[src/rtl/regdst_pipe.sv]
// -----------------------------------------------------------------------------
// regdst_pipe
//
// Purpose:
//   Selects one of NUM_IN candidate destination-register addresses and carries
//   it, together with a write-valid bit, down a STAGES-deep pipeline. Stage 0 is
//   the youngest stage and stage STAGES-1 is writeback, which drives the register
//   file write port. Each stage's address is also compared against two source
//   operand addresses, so hazard and forwarding logic can use the result.
//
// Parameters:
//   ADDR_W        register address width
//   NUM_IN        number of candidate addresses (>= 2)
//   STAGES        pipeline depth (>= 1)
//   FLUSH_STAGES  number of youngest stages that flush invalidates (1..STAGES)
//
// Ports:
//   clk, rst_n     rising-edge clock, asynchronous active-low reset
//   in_bus         packed candidates; candidate k is in_bus[k*ADDR_W +: ADDR_W]
//   sel            candidate select
//   in_wen         the instruction writes a register
//   stall          freezes every stage
//   flush          clears the valid bits of the young stages
//   src_a, src_b   source operand addresses used for the match outputs
//   stage_addr     registered address of each stage, packed with stage 0 lowest
//   stage_valid    registered write-valid bit of each stage
//   wb_addr/wb_wen writeback stage address and write enable
//   match_a/b      combinational per-stage hit against src_a / src_b
//
// Optional feature (macro REGDST_FWD_PRIO_EN):
//   Adds fwd_a_hit/fwd_a_stage and fwd_b_hit/fwd_b_stage. Each stage output is
//   the index of the youngest matching stage, and each hit output is the OR of
//   its match vector. All four outputs are combinational.
// -----------------------------------------------------------------------------
module regdst_pipe #(
  parameter  int ADDR_W       = 5,
  parameter  int NUM_IN       = 2,
  parameter  int STAGES       = 3,
  parameter  int FLUSH_STAGES = 2,
  localparam int SEL_W        = $clog2(NUM_IN),
  localparam int FWD_W        = (STAGES > 1) ? $clog2(STAGES) : 1
) (
  input  logic                     clk,
  input  logic                     rst_n,
  input  logic [NUM_IN*ADDR_W-1:0] in_bus,
  input  logic [SEL_W-1:0]         sel,
  input  logic                     in_wen,
  input  logic                     stall,
  input  logic                     flush,
  input  logic [ADDR_W-1:0]        src_a,
  input  logic [ADDR_W-1:0]        src_b,
`ifdef REGDST_FWD_PRIO_EN
  output logic                     fwd_a_hit,
  output logic [FWD_W-1:0]         fwd_a_stage,
  output logic                     fwd_b_hit,
  output logic [FWD_W-1:0]         fwd_b_stage,
`endif
  output logic [STAGES*ADDR_W-1:0] stage_addr,
  output logic [STAGES-1:0]        stage_valid,
  output logic [ADDR_W-1:0]        wb_addr,
  output logic                     wb_wen,
  output logic [STAGES-1:0]        match_a,
  output logic [STAGES-1:0]        match_b
);

  logic [ADDR_W-1:0] addr_q [STAGES];
  logic [ADDR_W-1:0] addr_d [STAGES];
  logic [STAGES-1:0] valid_q;
  logic [STAGES-1:0] valid_d;

  logic [ADDR_W-1:0] mux_addr;
  logic              sel_in_range;
  logic              mux_valid;

  // An out-of-range select matches no candidate, so the address stays 0.
  always_comb begin
    // NOTE: every always_comb output gets a default before any branch, so no
    // path leaves it unassigned and no latch is inferred.
    mux_addr = '0;
    for (int k = 0; k < NUM_IN; k++) begin
      if (sel == SEL_W'(k)) mux_addr = in_bus[k*ADDR_W +: ADDR_W];
    end
  end

  assign sel_in_range = (int'(sel) < NUM_IN);
  // Register 0 is hard-wired, so a write to it never becomes valid.
  assign mux_valid    = in_wen && sel_in_range && (mux_addr != '0);

  // Next-state logic. The shift and the flush are independent: stall only
  // blocks the shift, and flush always clears the young valid bits, whether
  // or not the pipeline moved this cycle.
  always_comb begin
    addr_d  = addr_q;
    valid_d = valid_q;
    if (!stall) begin
      addr_d[0]  = mux_addr;
      valid_d[0] = mux_valid;
      for (int i = 1; i < STAGES; i++) begin
        addr_d[i]  = addr_q[i-1];
        valid_d[i] = valid_q[i-1];
      end
    end
    if (flush) begin
      // Only the valid bits are cleared. The addresses keep moving, and the
      // older stages still commit.
      for (int i = 0; i < FLUSH_STAGES; i++) valid_d[i] = 1'b0;
    end
  end

  always_ff @(posedge clk or negedge rst_n) begin
    if (!rst_n) begin
      // NOTE: the stages form a short pipeline of flops, not a memory, so the
      // whole array is reset to a known state.
      for (int i = 0; i < STAGES; i++) addr_q[i] <= '0;
      valid_q <= '0;
    end else begin
      // NOTE: sequential state uses non-blocking assignments, so every stage
      // samples the value its neighbour held before this edge.
      for (int i = 0; i < STAGES; i++) addr_q[i] <= addr_d[i];
      valid_q <= valid_d;
    end
  end

  always_comb begin
    stage_addr = '0;
    match_a    = '0;
    match_b    = '0;
    for (int i = 0; i < STAGES; i++) begin
      stage_addr[i*ADDR_W +: ADDR_W] = addr_q[i];
      // A source of register 0 never takes a forwarded value.
      match_a[i] = valid_q[i] && (addr_q[i] == src_a) && (src_a != '0);
      match_b[i] = valid_q[i] && (addr_q[i] == src_b) && (src_b != '0);
    end
  end

  assign stage_valid = valid_q;
  assign wb_addr     = addr_q[STAGES-1];
  assign wb_wen      = valid_q[STAGES-1];

`ifdef REGDST_FWD_PRIO_EN
  // Priority encoders that select the youngest match. The scan runs from the
  // oldest stage to the youngest, so the lowest matching index is written last.
  always_comb begin
    fwd_a_stage = '0;
    fwd_b_stage = '0;
    for (int i = STAGES - 1; i >= 0; i--) begin
      if (match_a[i]) fwd_a_stage = FWD_W'(i);
      if (match_b[i]) fwd_b_stage = FWD_W'(i);
    end
  end

  assign fwd_a_hit = |match_a;
  assign fwd_b_hit = |match_b;
`endif

endmodule

[config.mk]
export PLATFORM = sky130hd
export DESIGN_NAME = regdst_pipe
export DESIGN_NICKNAME = d
export VERILOG_FILES = /design/src/rtl/regdst_pipe.sv
export SDC_FILE = /design/constraint.sdc
export NUM_CORES = 1
export LEC_CHECK = 0
export CORE_ASPECT_RATIO = 0.6
export CORE_MARGIN = 2
export CORE_UTILIZATION = 30
export CTS_CLUSTER_DIAMETER = 80
export CTS_CLUSTER_SIZE = 28
export DETAILED_ROUTE_END_ITERATION = 12
export PLACE_DENSITY = 0.65
export SYNTH_ARGS = -nofsm -noshare
export SYNTH_HDL_FRONTEND = slang
export SYNTH_SLANG_ARGS = --single-unit
[constraint.sdc]
create_clock -name clk -period 1 [get_ports clk]
set_input_delay 0.1 -clock clk [delete_from_list [all_inputs] [get_ports clk]]
set_output_delay 0.1 -clock clk [all_outputs]
set_load 0.01 [all_outputs]
==> impl_summary.md <==
Outcome
The run finished, with violations left. The final reports fail on setup timing.

Synthesis
After synthesis the cells add up to roughly 1200 um^2. Synthesis produced 110 cells. Yosys mapped the design onto 20 distinct sky130hd cell types. The register area share after synthesis is about two fifths. The average instance in the mapped netlist occupies between 10 and 15 um^2. Ranked by total cell area, the synthesized netlist is headed by dfrtp_1 39%, xnor2_1 13%, mux2_2 11%, xor2_1 9.0%, mux2i_1 5.1%. The synthesized design devotes to its leading area cell type around two fifths of total area. The total of flip-flops plus latches after synthesis is 18.

Counting every net in the synthesized netlist gives 136. Yosys printed 0 warnings. dfrtp_1 takes more of the synthesized area than any other cell.

Global route
The total overflow reported by the global router is 0. The number of antenna violations at the first check in global routing is 0. For this run, the total global-route usage over all layers was measured as 19.7%. The first global-routing pass estimated around 6.6 mm of wire. The via count of the first global-routing pass came to between 1000 and 1500.

Entering global routing, the biggest net connects 20 pins.

Final layout
Across the whole layout, storage elements account for between 400 and 500 um^2. Cells with a size suffix above 1 make up between 50% and 60% of the layout. The multi-input gate area in the final layout is 743 um^2. 0 antenna diodes ended up in the layout. The growth of design area from synthesis to finish is 97.4%. Measured on the finished design, the core utilization comes to ~62%.

Counting the fill cells in the layout gives roughly 330. The post-layout instance count excluding filler cells is 252. The post-layout net count is approximately 230.

Routing
The average wire length per cell after detail routing is approximately 16 um. The number of iterations in the first detailed-routing pass is 4. The first routing iteration left between 40 and 50 violations. Summing over every cut layer, the via total after detailed routing is between 1000 and 1500. The number of nets with antenna violations after detailed routing is 0.

The post-detailed-route via-to-cell ratio is between 4 and 5. The final layout contains routed wiring with a total length of ~4 mm. The number of remaining DRC errors is 0.

Timing
Setup repair after global routing could not meet its margin everywhere. After layout, the minimum clock period comes to approximately 1.5 ns. At the pin with the least slew margin, the transition time is roughly 0.30 ns. Dividing the final minimum period by the clock period gives 148%. In the post-route analysis, the smallest setup slack over all paths is -0.483 ns. The worst clock skew on the final layout is 0.00519 ns. Headroom to the max-slew limit came out at 80.1%. The final number of max-transition violations is 0. The number of failing hold endpoints at the final stage is 0. Setup violations remaining at the end of the flow were counted as 31. The achievable frequency is about 670 MHz.

Floorplanning
For this design the top-level I/O count stands at 56. The die height is between 50 and 60 um. The initial utilization of the core area, before any placement, comes to around a third. The width of the die is roughly 85 um. The floorplan row count is 17. After floorplanning, the core was sized to cover 3700 um^2.

The floorplan step defined a die boundary enclosing between 4000 and 5000 um^2.

Placed design
In this run, placement finished with an instance count of around 240. The detailed placer's ending HPWL is about 2.9 mm. The final weighted congestion in routability-driven placement is 0.853.

In this run the tool buffered the top-level ports with 55 buffer cells.

Setup path
The critical path endpoint category is an output port. In this run the worst path has a maximum fanout of 3. The worst setup path is launched from an input port. The startpoint of the worst setup timing path is src_b[2]. The critical path class is input port to output port. At the worst endpoint, the arrival time is 1.38 ns.

The startpoint of the worst-slack reg-to-reg timing path is stage_addr[3]$_DFFE_PN0N_. The data required time at the worst endpoint is about 0.9 ns.

Clock network
CTS saw 18 sinks. The number of buffers inserted for hold repair after clock tree synthesis is 0. In this run the deepest clock path goes through 2 buffers. Clock-pin slew was measured on the worst setup and hold paths at approximately 0.07 ns. TritonCTS built the clock tree. The maximum level of the CTS H-tree is 1.

Clock latency on the worst-skew pair, taken at its later pin, is approximately 0.26 ns. The root buffer cell chosen for the clock tree is clkbuf_8. Clock tree synthesis inserted a total of 3 buffers.

Pwr
In this run the static leakage power is 1.05 nW. The worst-case IR drop observed on VDD is around 0.84 mV. Power spread over the standard cell area amounts to 1280 nW/um^2.

Min path
In this run the worst hold path is classified as input port to async pin.

Job
The tool flagged a number of max-cap violations equal to 0.
power breakdown:
group / internal, W / leakage (nW) / switching, W
clock network: 0.000350 / 0.0288 / 0.000256
registers: 0.000839 / 0.211 / 0.000164
logic: 0.000859 / 0.805 / 0.000483
total: 0.00205 / 1.05 / 0.000904
cells in the final DEF, fill, tap and decap left out, types with 7 or more instances in the layout:
| cell type | netlist | layout |
|---|---|---|
| buf_2 | 0 | 7 |
| buf_4 | 8 | 19 |
| buf_6 | 0 | 49 |
| clkdlybuf4s50_1 | 0 | 10 |
| dfrtp_1 | 18 | 7 |
| dfrtp_2 | 0 | 11 |
| dlygate4sd2_1 | 0 | 14 |
| mux2_2 | 11 | 9 |
| nor4_2 | 0 | 7 |
| xnor2_1 | 18 | 16 |
| xor2_1 | 12 | 12 |
critical path: stages:
cell,delay [ns]
dlygate4sd2_1,0.25
or4_4,0.57
nor2_4,0.18
buf_6,0.12
nor4_2,0.03
buf_2,0.14
per-stage QoR:
step | hold slack (ns) | setup TNS, ns | worst slack, ns | instance area, um^2 | total power, W
after floorplan | -0.196 | -0.350 | -0.0704 | 1210 | 0.00143
after CTS | 0.176 | -5.41 | -0.485 | 2330 | 0.00297
after global placement | 0.457 | -13.62 | -0.979 | 2010 | 0.00204
after detailed placement | 0.447 | -14.00 | -0.975 | 2010 | 0.00208
final | 0.167 | -4.83 | -0.483 | 2310 | 0.00295
after global routing | 0.195 | -6.23 | -0.587 | 2310 | 0.00311
logic make-up after synthesis:
group | count (synthesis) | share of synthesized area (%)
buffers and inverters | 11 | 6.10
XOR/XNOR | 30 | 22.5
AND/OR/NAND/NOR | 27 | 13.7
multiplexers | 17 | 15.7
AO/OA/AOI/OAI | 7 | 3.53
flip-flops | 18 | 38.5
layer usage:
| layer | part of all wire [%] | up-vias | GRT usage, % |
|---|---|---|---|
| met5 | 0 | - | 0 |
| met4 | 1.8 | 0 | 6.35 |
| met3 | 7.2 | 6 | 5.35 |
| met2 | 49 | 48 | 37.5 |
| met1 | 42 | 573 | 21.8 |
| li1 | - | 574 | - |
final cells by class:
class,count,area share [%]
Timing Repair Buffer,101,42.6
Tap cell,47,2.55
Multi-Input combinational cell,81,32.2
Clock buffer,4,2.38
Inverter,1,0.163
Sequential cell,18,20.1
flip-flops by register name, indices dropped and copies added (netlist names):
| register | cells |
|---|---|
| stage_addr | 10 |
| stage_valid | 3 |
| wb_addr | 5 |
Yosys cell counts, drive strengths merged:
cell type	count
a32o	1
buf	8
clkbuf	2
dfrtp	18
inv	1
mux2	11
mux2i	6
nand2	5
nand4	6
nor2	3
nor3	1
nor3b	2
nor4	7
nor4b	1
o21ai	5
o22ai	1
or4	2
xnor2	18
xor2	12
path summary, 6_finish.rpt:
kind                                              to  slack [ns]  cells past startpoint
setup / recovery                          match_b[1]       -0.48                      6
hold / removal             stage_addr[5]$_DFFE_PN0N_        0.17                      2
setup reg to reg           stage_addr[8]$_DFFE_PN0N_       -0.12                      4
hold reg to reg            stage_addr[1]$_DFFE_PN0N_        0.58                      2
max in group asynchronous  stage_addr[7]$_DFFE_PN0N_        0.61                      2
min in group clk           stage_addr[0]$_DFFE_PN0N_        0.21                      3
repair_timing:
item                                    in CTS  in global routing
setup buffers                               21                  6
pin swaps                                   11                  7
endpoints found under the setup margin      31                 38
gates resized for setup                    203                 15
No activity file was read; power rests on OpenSTA's default activity.
